--- config.mk ---
export PLATFORM = sky130hd
export DESIGN_NAME = systolic_skew_feeder
export DESIGN_NICKNAME = d
export VERILOG_FILES = /design/src/rtl/systolic_skew_feeder.sv
export SDC_FILE = /design/constraint.sdc
export NUM_CORES = 1
export LEC_CHECK = 0
export ABC_AREA = 1
export BUFFER_PORTS_ARGS = -buffer_cell sky130_fd_sc_hd__buf_2
export CORE_MARGIN = 3
export CORE_UTILIZATION = 50
export DETAILED_ROUTE_END_ITERATION = 10
export MAX_ROUTING_LAYER = met4
export PLACE_DENSITY = 0.84
export SLEW_MARGIN = 5
export SYNTH_ARGS = -nofsm -noshare
export SYNTH_HDL_FRONTEND = slang
export SYNTH_SLANG_ARGS = --single-unit
--- constraint.sdc ---
create_clock -name clk -period 2.3 [get_ports clk]
set_input_delay 0.345 -clock clk [delete_from_list [all_inputs] [get_ports clk]]
set_output_delay 0.345 -clock clk [all_outputs]
set_load 0.02 [all_outputs]
--- src/rtl/systolic_skew_feeder.sv ---
// Transmit-side feeder for a ROWS x COLS systolic array: accepts one k-step per beat,
// skews row r by r and column c by c cycles, and sequences clear / stream / flush / done.
module systolic_skew_feeder #(
  parameter int ROWS         = 4,
  parameter int COLS         = 4,
  parameter int DATA_WIDTH   = 16,
  parameter int WEIGHT_WIDTH = 8,
  parameter int KLEN_WIDTH   = 8
) (
  input  logic                         clk,
  input  logic                         rst,
  input  logic                         start,
  input  logic [KLEN_WIDTH-1:0]        k_len,
  input  logic                         in_valid,
  output logic                         in_ready,
  input  logic [ROWS*DATA_WIDTH-1:0]   in_data,
  input  logic [COLS*WEIGHT_WIDTH-1:0] in_weight,
  output logic [ROWS*DATA_WIDTH-1:0]   data_out,
  output logic [ROWS-1:0]              data_valid_out,
  output logic [COLS*WEIGHT_WIDTH-1:0] weight_out,
  output logic [COLS-1:0]              weight_valid_out,
  output logic                         clear_out,
  output logic                         busy,
  output logic                         done
);

  localparam int FLUSH_W = $clog2(ROWS + COLS) + 1;
  localparam logic [FLUSH_W-1:0] FLUSH_LAST = FLUSH_W'(ROWS + COLS - 2);

  typedef enum logic [2:0] {
    S_IDLE,
    S_CLEAR,
    S_GAP,
    S_STREAM,
    S_FLUSH,
    S_DONE
  } state_t;

  state_t                state;
  state_t                state_next;
  logic [KLEN_WIDTH-1:0] k_len_q;
  logic [KLEN_WIDTH-1:0] beats_accepted;
  logic [FLUSH_W-1:0]    flush_cnt;
  logic                  accept;

  assign accept = in_valid && in_ready;

  always_ff @(posedge clk) begin
    if (rst) begin
      state          <= S_IDLE;
      k_len_q        <= '0;
      beats_accepted <= '0;
      flush_cnt      <= '0;
    end else begin
      state <= state_next;
      if (state == S_IDLE && start && k_len != '0) begin
        k_len_q <= k_len;
      end
      if (state == S_CLEAR) begin
        beats_accepted <= '0;
      end else if (accept) begin
        beats_accepted <= beats_accepted + KLEN_WIDTH'(1);
      end
      if (state == S_FLUSH) begin
        flush_cnt <= flush_cnt + FLUSH_W'(1);
      end else begin
        flush_cnt <= '0;
      end
    end
  end

  always_comb begin
    state_next = state;
    in_ready   = 1'b0;
    clear_out  = 1'b0;
    done       = 1'b0;
    busy       = (state != S_IDLE);
    case (state)
      S_IDLE: begin
        if (start && k_len != '0) begin
          state_next = S_CLEAR;
        end
      end
      S_CLEAR: begin
        clear_out  = 1'b1;
        state_next = S_GAP;
      end
      S_GAP: begin
        state_next = S_STREAM;
      end
      S_STREAM: begin
        in_ready = (beats_accepted < k_len_q);
        if (in_valid && in_ready && beats_accepted == k_len_q - KLEN_WIDTH'(1)) begin
          state_next = S_FLUSH;
        end
      end
      S_FLUSH: begin
        if (flush_cnt == FLUSH_LAST) begin
          state_next = S_DONE;
        end
      end
      S_DONE: begin
        done       = 1'b1;
        state_next = S_IDLE;
      end
      default: begin
        state_next = S_IDLE;
      end
    endcase
  end

  // Every lane shifts every cycle; a non-accepted cycle injects a zero bubble so wavefronts stay aligned.
  for (genvar r = 0; r < ROWS; r++) begin : g_row
    logic [DATA_WIDTH-1:0] pipe_d [0:r];
    logic                  pipe_v [0:r];

    always_ff @(posedge clk) begin
      if (rst) begin
        for (int i = 0; i <= r; i++) begin
          pipe_d[i] <= '0;
          pipe_v[i] <= 1'b0;
        end
      end else begin
        pipe_v[0] <= accept;
        pipe_d[0] <= accept ? in_data[r*DATA_WIDTH +: DATA_WIDTH] : '0;
        for (int i = 1; i <= r; i++) begin
          pipe_d[i] <= pipe_d[i-1];
          pipe_v[i] <= pipe_v[i-1];
        end
      end
    end

    assign data_out[r*DATA_WIDTH +: DATA_WIDTH] = pipe_d[r];
    assign data_valid_out[r]                    = pipe_v[r];
  end

  for (genvar c = 0; c < COLS; c++) begin : g_col
    logic [WEIGHT_WIDTH-1:0] pipe_w [0:c];
    logic                    pipe_v [0:c];

    always_ff @(posedge clk) begin
      if (rst) begin
        for (int i = 0; i <= c; i++) begin
          pipe_w[i] <= '0;
          pipe_v[i] <= 1'b0;
        end
      end else begin
        pipe_v[0] <= accept;
        pipe_w[0] <= accept ? in_weight[c*WEIGHT_WIDTH +: WEIGHT_WIDTH] : '0;
        for (int i = 1; i <= c; i++) begin
          pipe_w[i] <= pipe_w[i-1];
          pipe_v[i] <= pipe_v[i-1];
        end
      end
    end

    assign weight_out[c*WEIGHT_WIDTH +: WEIGHT_WIDTH] = pipe_w[c];
    assign weight_valid_out[c]                        = pipe_v[c];
  end

endmodule
Word level (Yosys, flattened, before mapping) --
Memory sizes are Yosys's and may differ from the RTL's. Cells that the tools add are included.
Storage, ports and cells: register bits after elaboration 23, memories 16, RAM bits 260, word-level logic and storage cells 149, output and inout bits 108
Memories:
- g_row[3].pipe_d | depth 4, width 16, rd ports 4, clocked after Yosys merged registers in 0, write ports 4, line 114 | logic [DATA_WIDTH-1:0] pipe_d [0:r];
- g_row[2].pipe_d | depth 3, width 16, rd ports 3, clocked after Yosys merged registers in 0, write ports 3, line 114
- g_col[3].pipe_w | depth 4, width 8, rd ports 4, clocked after Yosys merged registers in 0, write ports 4, line 138 | logic [WEIGHT_WIDTH-1:0] pipe_w [0:c];
- g_row[1].pipe_d | depth 2, width 16, rd ports 2, clocked after Yosys merged registers in 0, write ports 2, line 114
- g_col[2].pipe_w | depth 3, width 8, rd ports 3, clocked after Yosys merged registers in 0, write ports 3, line 138
- g_col[1].pipe_w | depth 2, width 8, rd ports 2, clocked after Yosys merged registers in 0, write ports 2, line 138
- +10 memories
Operators by class: add/sub/neg operators 3, bitwise operators 37, reductions and logical operators 16, order comparisons 1, equality and inequality tests 10, mux-type cells 62
Operator list (count):
- two-way mux 16 bit | 14
- two-way mux 8 bit | 14
- OR 1 bit | 36
- two-way mux 1 bit | 30
- OR reduction 16 bit | 1
- case mux 3 bit (5 select lines) | 1
- two-way mux 3 bit | 3
- adder 8 x 1 -> 8 bit, second input constant | 1
- == test 8 bit | 1
- less-than comparator 8 bit | 1
- nonzero test 8 bit | 1
- OR reduction 8 bit | 1
- subtractor 8 x 1 -> 8 bit, second input constant | 1
- == test 3 x 2 -> 1 bit, second input constant | 2
- == test 3 bit, second input constant | 2
- logical AND 1 bit | 6
- adder 4 x 1 -> 4 bit, second input constant | 1
- == test 4 x 3 -> 1 bit, second input constant | 1
- != test 2 x 1 -> 1 bit, second input constant | 2
- OR reduction 2 bit | 2
- == test 3 x 1 -> 1 bit, second input constant | 1
- logical NOT 3 bit | 1
- AND reduction 3 bit | 1
- nonzero test 3 bit | 1
- other kinds (3) | 4

Logic depth before layout (Yosys ltp) --
Gate-level depths: netlist (run 1).
depth after elaboration 5, mapped depth 13, depth with buffers taken out 13

Worst setup path before layout (run 1) --
Ideal clock, no wire load.
kind reg-to-output, start point register k_len_q[3], end point output in_ready, data required time 1955 ps, stages on the path, launching flop included 8, buffers on the path 0, arrival time 1571 ps, path slack 384 ps, cells stage by stage dfxtp_1 -> inv_1 -> ha_1 -> a21oi_1 -> o21ai_1 -> a21oi_2 -> inv_1 -> nor2_1
On the way: word-level cells in the longest chain between the ends 2
RTL lines:
- from (decl) | line 41 | logic [KLEN_WIDTH-1:0] k_len_q;
- from (signal assigned) | line 57 | k_len_q <= k_len;
- less-than comparator 8 bit | line 92 | in_ready = (beats_accepted < k_len_q);
- two-way mux 1 bit | line 78 | case (state)
- to (decl) | line 15 | output logic in_ready,
No other way between the ends.

Worst setup path after layout (run 1) --
start point register k_len_q[5], end point output in_ready
Same word-level chain as after synthesis.

==> impl_metrics.csv, run 1 <==
group,metric,value,unit
power_and_ir_drop,peakVddDrop,0.000741,V
logic_synthesis,yosys_warnings,0,
min_path,holdCritStartpoint,"in_data[56]",
clock_tree,cts_sinks,267,
placement,portBuffers,215,
global_routing,grt_usage,18.4,%
sta,min_period,2210,ps
sta,worst_pin_slew,622,ps
logic_synthesis,avgSynthCellArea,9.13,µm²
floorplanning,coreArea,17400,µm²
floorplanning,start_util,51.4,%
sta,finalCritPeriodShare,96.0,%
route,drt-wirelength-per-cell,12.9,µm
setup_path,critPathKind,"reg2out",
setup_path,r2r_cells,15,
global_routing,grt-ovfl-total,0,
final_layout,design_area,10900,µm²
route,met1Wirelength,7.39,mm
logic_synthesis,yosysSeqAreaShare,60.0,%
route,drt_iter0_drc,371,
logic_synthesis,ys_top_cells_by_area,"dfxtp_1, inv_1, nor2_1",
route,vias,6244,
route,met3_length,1.23,mm
logic_synthesis,synth.lib_cells_used.distinct,29,
setup_path,start_kind,"flip-flop",
sta,drv_slew,0,
final_layout,layout_commonest_cell,"dfxtp_1",
floorplanning,die_h,140,µm
route,route.met2.wl,8.47,mm
global_routing,grt_pass1_wl,29.1,mm
final_layout,drive_above_1_share,27.3,%
setup_path,r2r-start,"k_len_q[5]$_SDFFE_PP0P_",
floorplanning,rows,48,
logic_synthesis,yosys_register_bits,267,
floorplanning,io_pins,216,
power_and_ir_drop,p_per_area,1000,nW/µm²
route,remaining_drc_errors,0,
sta,finClkSkew,9.42,ps
logic_synthesis,syn_area,8910,µm²
clock_tree,clkLatencyLatePin,530,ps
final_layout,postLayoutCoreUtil,62.8,%
logic_synthesis,synthCells,976,
logic_synthesis,synth_top_cell_by_area,"dfxtp_1",
min_path,min_path_cells,2,
setup_path,critPathMaxFanout,2,
floorplanning,die_area,19500,µm²
clock_tree,cts_root_buf,"clkbuf_16",
clock_tree,clk_pin_slew,60,ps
setup_path,cp.required,1960,ps
clock_tree,clockBufferDepth,3,
clock_tree,h-tree-depth,1,
power_and_ir_drop,p_leak,4.74,nW
logic_synthesis,yosysTopAreaCellShare,60.0,%
run_status,status,"completed",
sta,setup_viol,0,
placement,gp_congestion,0.883,
route,drt_first_pass_iters,4,
logic_synthesis,syn_nets,1096,
placement,dp_slack,147,ps
route,ant_nets,0,
clock_tree,cts_buffers,27,
sta,max_clock_freq,453,MHz
placement,dp_hpwl,11.9,mm
clock_tree,holdBufCountCts,0,
min_path,hp-class,"in2reg",
job,drv_cap,0,
min_path,holdPathEnd,"g_row[3].pipe_d[0][8]$_SDFF_PP0_",
final_layout,layout_common_cells,"dfxtp_1, buf_2, nor2_1, inv_1, nor3b_1",
sta,whs,60.2,ps
final_layout,area_growth,22.3,%
floorplanning,die_w,140,µm
route,top_layer_used,"met4",
route,via_per_inst,4.51,
sta,finalHoldViolCount,0,
final_layout,final_net_count,1262,
setup_path,arrival,1860,ps
setup_path,worst_setup_path_end_kind,"primary output",
route,wl,17.8,mm
sta,max-slew-margin-rel,58.5,%
sta,worst_slack,92.3,ps
global_routing,grt_pass1_vias,6182,
setup_path,r2r_end,"beats_accepted[3]$_SDFFE_PP0N_",
placement,dpl_cell_area,9810,µm²
setup_path,setup.worst_path.start,"k_len_q[5]$_SDFFE_PP0P_",
setup_path,r2r_slack,160,ps
global_routing,antenna_found_initial,1,
global_routing,grt_start_max_net_pins,142,
clock_tree,cts_tree,"done",
==> where the power goes <==
part           switching, mW  total [mW]  internal [mW]
clock network           1.75        4.46           2.71
logic                  0.970        1.59          0.616
registers             0.0883        4.87           4.78
total                   2.80        10.9           8.10
==> Yosys cell counts <==
library cell    n
dfxtp_1       267
inv_1         181
nor2_1        181
nor3b_1        88
buf_4          56
nand2_1        56
clkbuf_1       27
nand3_1        25
a21oi_1        21
o21ai_0        13
ha_1           12
buf_2          11
nor3b_2         8
xnor2_1         4
nand4_1         3
nor3_1          3
xor2_1          3
a21oi_2         2
buf_6           2
nand3b_1        2
o21ai_1         2
o21bai_1        2
a31o_2          1
a31oi_1         1
buf_1           1
inv_2           1
nor2_2          1
nor2b_1         1
o211ai_1        1
==> kinds of logic (layout without fill, tap and decap cells) <==
kind of cell / Yosys count / after routing / share of synthesized area, %
AND/OR/NAND/NOR: 368 / 368 / 20.6
buffers and inverters: 279 / 463 / 14.4
flip-flops: 267 / 267 / 60.0
AO/OA/AOI/OAI: 43 / 43 / 2.64
adder cells (fa/ha/maj): 12 / 12 / 1.68
XOR/XNOR: 7 / 7 / 0.688
other: 0 / 1 / 0
==> worst max-delay path by stage <==
stage                                                 to  slack, ps
after floorplan                                 in_ready        380
after global placement                          in_ready        260
after detailed placement  beats_accepted[3]$_SDFFE_PP0N_        150
after CTS                                       in_ready          2
after global routing                            in_ready        -10
final                                           in_ready         90
==> stage by stage <==
step | total power [mW] | instances | setup TNS (ps)
after global routing | 11.4 | 1386 | -13.8
after detailed placement | 6.34 | 1330 | 0
after floorplan | 5.96 | 976 | 0
after CTS | 10.9 | 1383 | 0
final | 10.9 | 1386 | 0
after global placement | 6.31 | 1330 | 0
==> critical path: stages (launching register included) <==
cell	delay, ps
dfxtp_2	340
inv_2	50
ha_4	200
nand2_1	70
inv_2	40
nor2_2	70
o21ai_1	80
a21oi_2	140
inv_1	70
nor2_2	140
buf_6	140
==> layer usage <==
layer	up-vias	global-route usage (%)
met5	-	-
met4	0	7.31
met3	60	3.54
met2	212	30.8
met1	2768	22.1
li1	3204	-
==> state kept, by name (all words and copies together) (netlist names) <==
register        count
beats_accepted      8
flush_cnt           4
g_col.pipe_v        1
g_col.pipe_w       80
g_row.pipe_d      160
g_row.pipe_v        3
k_len_q             8
state               3
==> what timing repair did <==
item | 4_1_cts | 5_1_grt
pin swaps | 10 | 7
endpoints found under the setup margin | 1 | 14
buffers inserted | 6 | 2
gates resized for setup | 16 | 17
==> area by class of cell <==
class | instances | area [µm²]
fillers | 1426 | 6450
flip-flops and latches | 267 | 5360
multi-input cells | 430 | 2390
repair buffers | 234 | 1270
clock buffers | 36 | 739
inverters | 182 | 686
well taps | 225 | 282
clock inverters | 11 | 174
diodes | 1 | 2.50
(Power assumes the default switching activity.)
==> run 2: changes to the inputs <==
--- a/config.mk
+++ b/config.mk
@@ -8,10 +8,11 @@
 export ABC_AREA = 1
 export BUFFER_PORTS_ARGS = -buffer_cell sky130_fd_sc_hd__buf_2
 export CORE_MARGIN = 3
-export CORE_UTILIZATION = 50
+export CORE_UTILIZATION = 48
 export DETAILED_ROUTE_END_ITERATION = 10
+export GPL_ROUTABILITY_DRIVEN = 0
 export MAX_ROUTING_LAYER = met4
-export PLACE_DENSITY = 0.84
+export PLACE_DENSITY = 0.85
 export SLEW_MARGIN = 5
 export SYNTH_ARGS = -nofsm -noshare
 export SYNTH_HDL_FRONTEND = slang
==> constraint.sdc (replaced) <==
create_clock -name clk -period 2 [get_ports clk]
set_input_delay 0.3 -clock clk [delete_from_list [all_inputs] [get_ports clk]]
set_output_delay 0.3 -clock clk [all_outputs]
set_load 0.02 [all_outputs]
==> run 2 against run 1 <==
Against the previous run: the flow now finishes with violations (negative setup slack); via count up 1.7%; sequential cell count unchanged; routed wire length up 2.1%; setup slack got worse by 180 ps; sequential power rose by 15%; worst hold slack lost 34 ps; critical endpoint unchanged.
==> impl_metrics.csv, run 2 (synthesis gave the netlist of run 1 again) <==
group,metric,value,unit
setup_path,start_kind,"flip-flop",
setup_path,critPathMaxFanout,3,
floorplanning,die_h,142,µm
setup_path,setup.worst_path.start,"k_len_q[7]$_SDFFE_PP0P_",
final_layout,layout_commonest_cell,"dfxtp_1",
setup_path,r2r_cells,9,
sta,drv_slew,0,
setup_path,r2r_end,"g_row[3].pipe_d[0][7]$_SDFF_PP0_",
sta,worst_slack,-90.5,ps
clock_tree,clkLatencyLatePin,530,ps
power_and_ir_drop,p_per_area,1130,nW/µm²
sta,finalCritPeriodShare,105,%
final_layout,reg_top3,"g_row.pipe_d (160), g_col.pipe_w (80)",
setup_path,path_buf_inv,3,
clock_tree,cts_buffers,26,
sta,finClkSkew,14.6,ps
placement,dp_hpwl,11.9,mm
sta,setup_viol,1,
setup_path,cp-endpoint,"in_ready",
min_path,hp-class,"in2reg",
sta,max-slew-margin-rel,72.3,%
final_layout,final_net_count,1279,
setup_path,crit_slowest_cell,"dfxtp_2",
final_layout,largest_reg_flops,160,
final_layout,fin_cells,1409,
clock_tree,holdBufCountCts,0,
setup_path,critPathKind,"reg2out",
route,ant_nets,0,
setup_path,worst_setup_path_end_kind,"primary output",
floorplanning,die_area,20200,µm²
global_routing,grt_usage,17.3,%
sta,worst_pin_slew,416,ps
sta,whs,26.2,ps
clock_tree,cts_tree,"done",
route,drt_iter0_drc,254,
setup_path,cp_cell_sequence,"inv_2 -> ha_4 -> a21oi_2 -> o21ai_2 -> a21oi_2 -> inv_2 -> nor2_4 -> buf_6",
route,drt-wirelength-per-cell,12.9,µm
floorplanning,io_pins,216,
clock_tree,clockBufferDepth,3,
placement,portBuffers,215,
setup_path,r2r-start,"k_len_q[7]$_SDFFE_PP0P_",
final_layout,area_growth,26.7,%
final_layout,drive_above_1_share,31.0,%
final_layout,layout_common_cells,"dfxtp_1, buf_2, nor2_1, inv_1, nor3b_1",
floorplanning,coreArea,18100,µm²
sta,max_clock_freq,478,MHz
clock_tree,cts_root_buf,"clkbuf_16",
global_routing,grt_pass1_wl,28.0,mm
power_and_ir_drop,p_leak,4.89,nW
clock_tree,cts_sinks,267,
final_layout,seq_area,5360,µm²
clock_tree,clk_pin_slew,60,ps
run_status,violations,"negative setup slack",
global_routing,antenna_found_initial,0,
clock_tree,h-tree-depth,1,
final_layout,fillerInstances,1427,
setup_path,cpLargestDelayFamily,"compound AO/OA/AOI/OAI gates",
route,vias,6351,
sta,rsz0062_at_grt,"yes",
floorplanning,die_w,142,µm
power_and_ir_drop,peakVddDrop,0.000714,V
job,drv_cap,0,
floorplanning,start_util,49.3,%
route,wl,18.2,mm
placement,dpl.cell_count,1342,
final_layout,multi_input_area,2520,µm²
final_layout,regMostFlops,"g_row.pipe_d",
power_and_ir_drop,power,12.7,mW
global_routing,grt_start_max_net_pins,82,
run_status,status,"complete, but fails checks",
placement,dpl_cell_area,9890,µm²
setup_path,cp.required,1700,ps
placement,dp_slack,38.0,ps
final_layout,design_area,11300,µm²
global_routing,grt_pass1_vias,6017,
setup_path,arrival,1790,ps
route,drt_first_pass_iters,4,
setup_path,r2r_slack,130,ps
route,remaining_drc_errors,0,
setup_path,max_stage_delay,320,ps
sta,finalHoldViolCount,0,
floorplanning,rows,49,
setup_path,cp.depth,8,
global_routing,grt-ovfl-total,0,
route,via_per_inst,4.51,
sta,min_period,2090,ps
[run 2: cell type report]
class / count / share of cell area (%)
antenna: 1 / 0.0222
clock buffer: 36 / 6.45
clock inverter: 12 / 1.81
inverter: 182 / 6.11
multi-input combinational: 431 / 22.3
sequential: 267 / 47.5
tap: 229 / 2.54
timing repair buffer: 251 / 13.3
[run 2: layer usage]
| metal | share of wire (%) | vias to the layer above | GRT usage [%] |
|---|---|---|---|
| met2 | 50 | 205 | 29.6 |
| met4 | 2.9 | 0 | 7.07 |
| met1 | 40 | 2857 | 19.8 |
| li1 | - | 3247 | - |
| met3 | 6.4 | 42 | 3.56 |
| met5 | 0 | - | - |
[run 2: worst min path at each step]
stage                                            from                                 to  slack [ps]  cells after the start
floorplan            g_col[1].pipe_w[0][2]$_SDFF_PP0_  g_col[1].pipe_w[0][10]$_SDFF_PP0_         390                      2
global placement     g_col[1].pipe_w[0][2]$_SDFF_PP0_  g_col[1].pipe_w[0][10]$_SDFF_PP0_         390                      2
detailed placement  g_row[2].pipe_d[0][30]$_SDFF_PP0_  g_row[2].pipe_d[0][46]$_SDFF_PP0_         390                      2
CTS                                       in_data[56]   g_row[3].pipe_d[0][8]$_SDFF_PP0_           3                      2
global route                              in_data[35]   g_row[2].pipe_d[0][3]$_SDFF_PP0_           7                      2
finish                                    in_data[62]  g_row[3].pipe_d[0][14]$_SDFF_PP0_          30                      2
[run 2: through the flow]
stage / utilization [%] / TNS [ps]
2_1_floorplan: - / 0
3_3_place_gp: 54.7 / 0
3_5_place_dp: 54.7 / 0
4_1_cts: 61.5 / -3900
5_1_grt: 62.4 / -187
6_report: 62.5 / -90.5
[run 2: power by group]
group          total (mW)  switching (mW)  internal (mW)  leakage, nW
Sequential           5.60           0.108           5.49         2.16
Clock                5.17            1.97           3.20        0.446
Combinational        1.98            1.19          0.787         2.28
Total                12.7            3.27           9.47         4.89
[run 2: what timing repair did]
item	4_1_cts	5_1_grt
setup buffers	11	5
endpoints found under the setup margin	2	109
resized for setup	52	22
endpoints found under the hold margin	0	0
gates cloned	1	5
pin swaps	13	4
==> run 3: changes to the inputs <==
--- a/config.mk
+++ b/config.mk
@@ -11,8 +11,9 @@
 export CORE_UTILIZATION = 48
 export DETAILED_ROUTE_END_ITERATION = 10
 export GPL_ROUTABILITY_DRIVEN = 0
+export GPL_TIMING_DRIVEN = 0
 export MAX_ROUTING_LAYER = met4
-export PLACE_DENSITY = 0.85
+export PLACE_DENSITY = 0.73
 export SLEW_MARGIN = 5
 export SYNTH_ARGS = -nofsm -noshare
 export SYNTH_HDL_FRONTEND = slang
==> run 3 against run 2 <==
Against the previous run: the flow still finishes with violations (negative setup slack); final area increased by 3.7%; cell count increased by 5.3%; clock skew decreased by 7.1 ps; combinational power about the same; worst hold slack got worse by 4.3 ps; power decreased by 3.8%; sequential cell count unchanged; routed wire length increased by 6.1%; via count increased by 3.0%; register-to-register slack got worse by 130 ps; clock-buffer cell count increased by 3; first-iteration DRC count increased by 15%; highest routed layer unchanged.
==> impl_metrics.csv, run 3 (synthesis gave the netlist of run 1 again) <==
group,metric,value,unit
run_status,status,"complete, but fails checks",
run_status,violations,"negative setup slack",
floorplanning,start_util,49.3,%
clock_tree,clockBufferDepth,3,
final_layout,design_area,11700,µm²
power_and_ir_drop,clock_power_share,38.5,%
floorplanning,io_pins,216,
setup_path,critPathKind,"reg2out",
global_routing,grt_pass1_vias,6358,
sta,setup_viol,1,
route,vias,6541,
global_routing,grt-ovfl-total,0,
min_path,min_path_cells,2,
min_path,hp-class,"in2reg",
global_routing,antenna_found_initial,1,
setup_path,r2r_cells,11,
final_layout,layout_common_cells,"dfxtp_1, buf_2, nor2_1, inv_1, buf_4",
sta,finalCritPeriodShare,108,%
power_and_ir_drop,p_sw,3.22,mW
placement,dpl_cell_area,10300,µm²
power_and_ir_drop,peakVddDrop,0.000947,V
floorplanning,die_area,20200,µm²
global_routing,grt_pass1_wl,30.1,mm
clock_tree,cts_sinks,267,
route,drt-wirelength-per-cell,13.0,µm
final_layout,layout_commonest_cell,"dfxtp_1",
route,drt_iter0_drc,293,
power_and_ir_drop,power.internal,9.04,mW
power_and_ir_drop,netSwitchingFraction,26.3,%
floorplanning,die_w,142,µm
floorplanning,rows,49,
route,wl,19.3,mm
final_layout,final_net_count,1356,
global_routing,grt_usage,18.9,%
sta,setup_tns,-167,ps
final_layout,reg_top3,"g_row.pipe_d (160), g_col.pipe_w (80)",
sta,worst_slack,-167,ps
clock_tree,cts_root_buf,"clkbuf_16",
sta,finClkSkew,7.48,ps
setup_path,start_kind,"flip-flop",
sta,max-slew-margin-rel,49.9,%
clock_tree,cts_buffers,27,
placement,dpl.cell_count,1419,
clock_tree,cts_tree,"done",
final_layout,drive_above_1_share,35.4,%
clock_tree,holdBufCountCts,0,
power_and_ir_drop,power,12.3,mW
power_and_ir_drop,share_comb_of_total_power,15.9,%
sta,drv_slew,0,
route,ant_nets,0,
route,via_per_inst,4.41,
sta,finalHoldViolCount,0,
placement,dp_hpwl,13.3,mm
sta,rsz0062_at_grt,"yes",
setup_path,worst_setup_path_end_kind,"primary output",
setup_path,arrival,1870,ps
clock_tree,clk_pin_slew,60,ps
final_layout,fin_cells,1483,
floorplanning,die_h,142,µm
final_layout,area_growth,31.4,%
sta,worst_pin_slew,752,ps
clock_tree,h-tree-depth,1,
route,remaining_drc_errors,0,
job,drv_cap,0,
sta,min_period,2170,ps
route,drt_first_pass_iters,6,
setup_path,critPathMaxFanout,2,
final_layout,largest_reg_flops,160,
floorplanning,coreArea,18100,µm²
placement,portBuffers,214,
power_and_ir_drop,p_seq_share,45.6,%
final_layout,regMostFlops,"g_row.pipe_d",
setup_path,cp.required,1700,ps
global_routing,grt_start_max_net_pins,14,
final_layout,postLayoutCoreUtil,64.8,%
sta,max_clock_freq,462,MHz
power_and_ir_drop,p_per_area,1050,nW/µm²
clock_tree,clkLatencyLatePin,510,ps
power_and_ir_drop,p_leak,5.13,nW
[run 3: cell types whose count changed in the layout (fill, tap and decap cells not counted), moves of 3 or more]
cell and change:
a21oi_2 -4, a21oi_1 +3, nor3b_1 -38, nor3b_2 +37
dfxtp_1 -3, dfxtp_4 +5, buf_12 -4, clkbuf_1 +28
buf_6 +3, bufinv_16 -4, buf_4 +54
[run 3: layout make-up]
class | instances | area, µm²
Inverter | 182 | 688
Clock inverter | 7 | 67.6
Antenna cell | 1 | 2.50
Multi-Input combinational cell | 430 | 2670
Timing Repair Buffer | 231 | 1210
Fill cell | 1476 | 6370
Buffer | 97 | 643
Tap cell | 229 | 287
Sequential cell | 267 | 5380
Clock buffer | 39 | 771
[run 3: per-layer routing]
layer  up-vias  wire length (µm)  track usage [%]
met4         0               512             6.06
li1       3397                 -                -
met2       208              9470             32.0
met1      2889              8100             22.9
met3        47              1260             3.46
met5         -                 0                -
[run 3: path summary, 6_finish.rpt]
path / start / slack [ps] / to
hold / removal: in_data[55] / 20 / g_row[3].pipe_d[0][7]$_SDFF_PP0_
setup / recovery: k_len_q[3]$_SDFFE_PP0P_ / -170 / in_ready
hold reg to reg: g_col[1].pipe_w[0][4]$_SDFF_PP0_ / 400 / g_col[1].pipe_w[0][12]$_SDFF_PP0_
setup reg to reg: k_len_q[3]$_SDFFE_PP0P_ / 0 / g_row[3].pipe_d[0][9]$_SDFF_PP0_
[run 3: stage by stage]
stage	setup slack, ps	hold slack (ps)
final	-167	21.8
after global routing	-245	18.5
after CTS	-212	0.0624
after detailed placement	-326	392
after global placement	-304	389
after floorplan	108	388
[run 3: power by group through the flow]
stage | clock (mW) | sequential (mW) | combinational, mW
2_1_floorplan | 0 | 5.70 | 1.15
3_3_place_gp | 0 | 5.70 | 1.57
3_5_place_dp | 0 | 5.70 | 1.61
4_1_cts | 4.84 | 5.59 | 1.83
5_1_grt | 5.06 | 5.60 | 2.20
6_report | 4.72 | 5.59 | 1.95
[run 3: what timing repair did]
action	4_1_cts	5_1_grt
pin swaps	9	5
setup endpoints to repair	106	106
hold endpoints to repair	0	0
gates cloned	0	1
resized for setup	46	86
buffers inserted	14	2
[run 3: critical path: stages (launching register included)]
cell	delay [ps]
dfxtp_2	340
inv_2	50
ha_4	210
a21oi_2	140
o21ai_2	90
a21oi_2	200
inv_2	60
nor2_4	120
buf_6	130
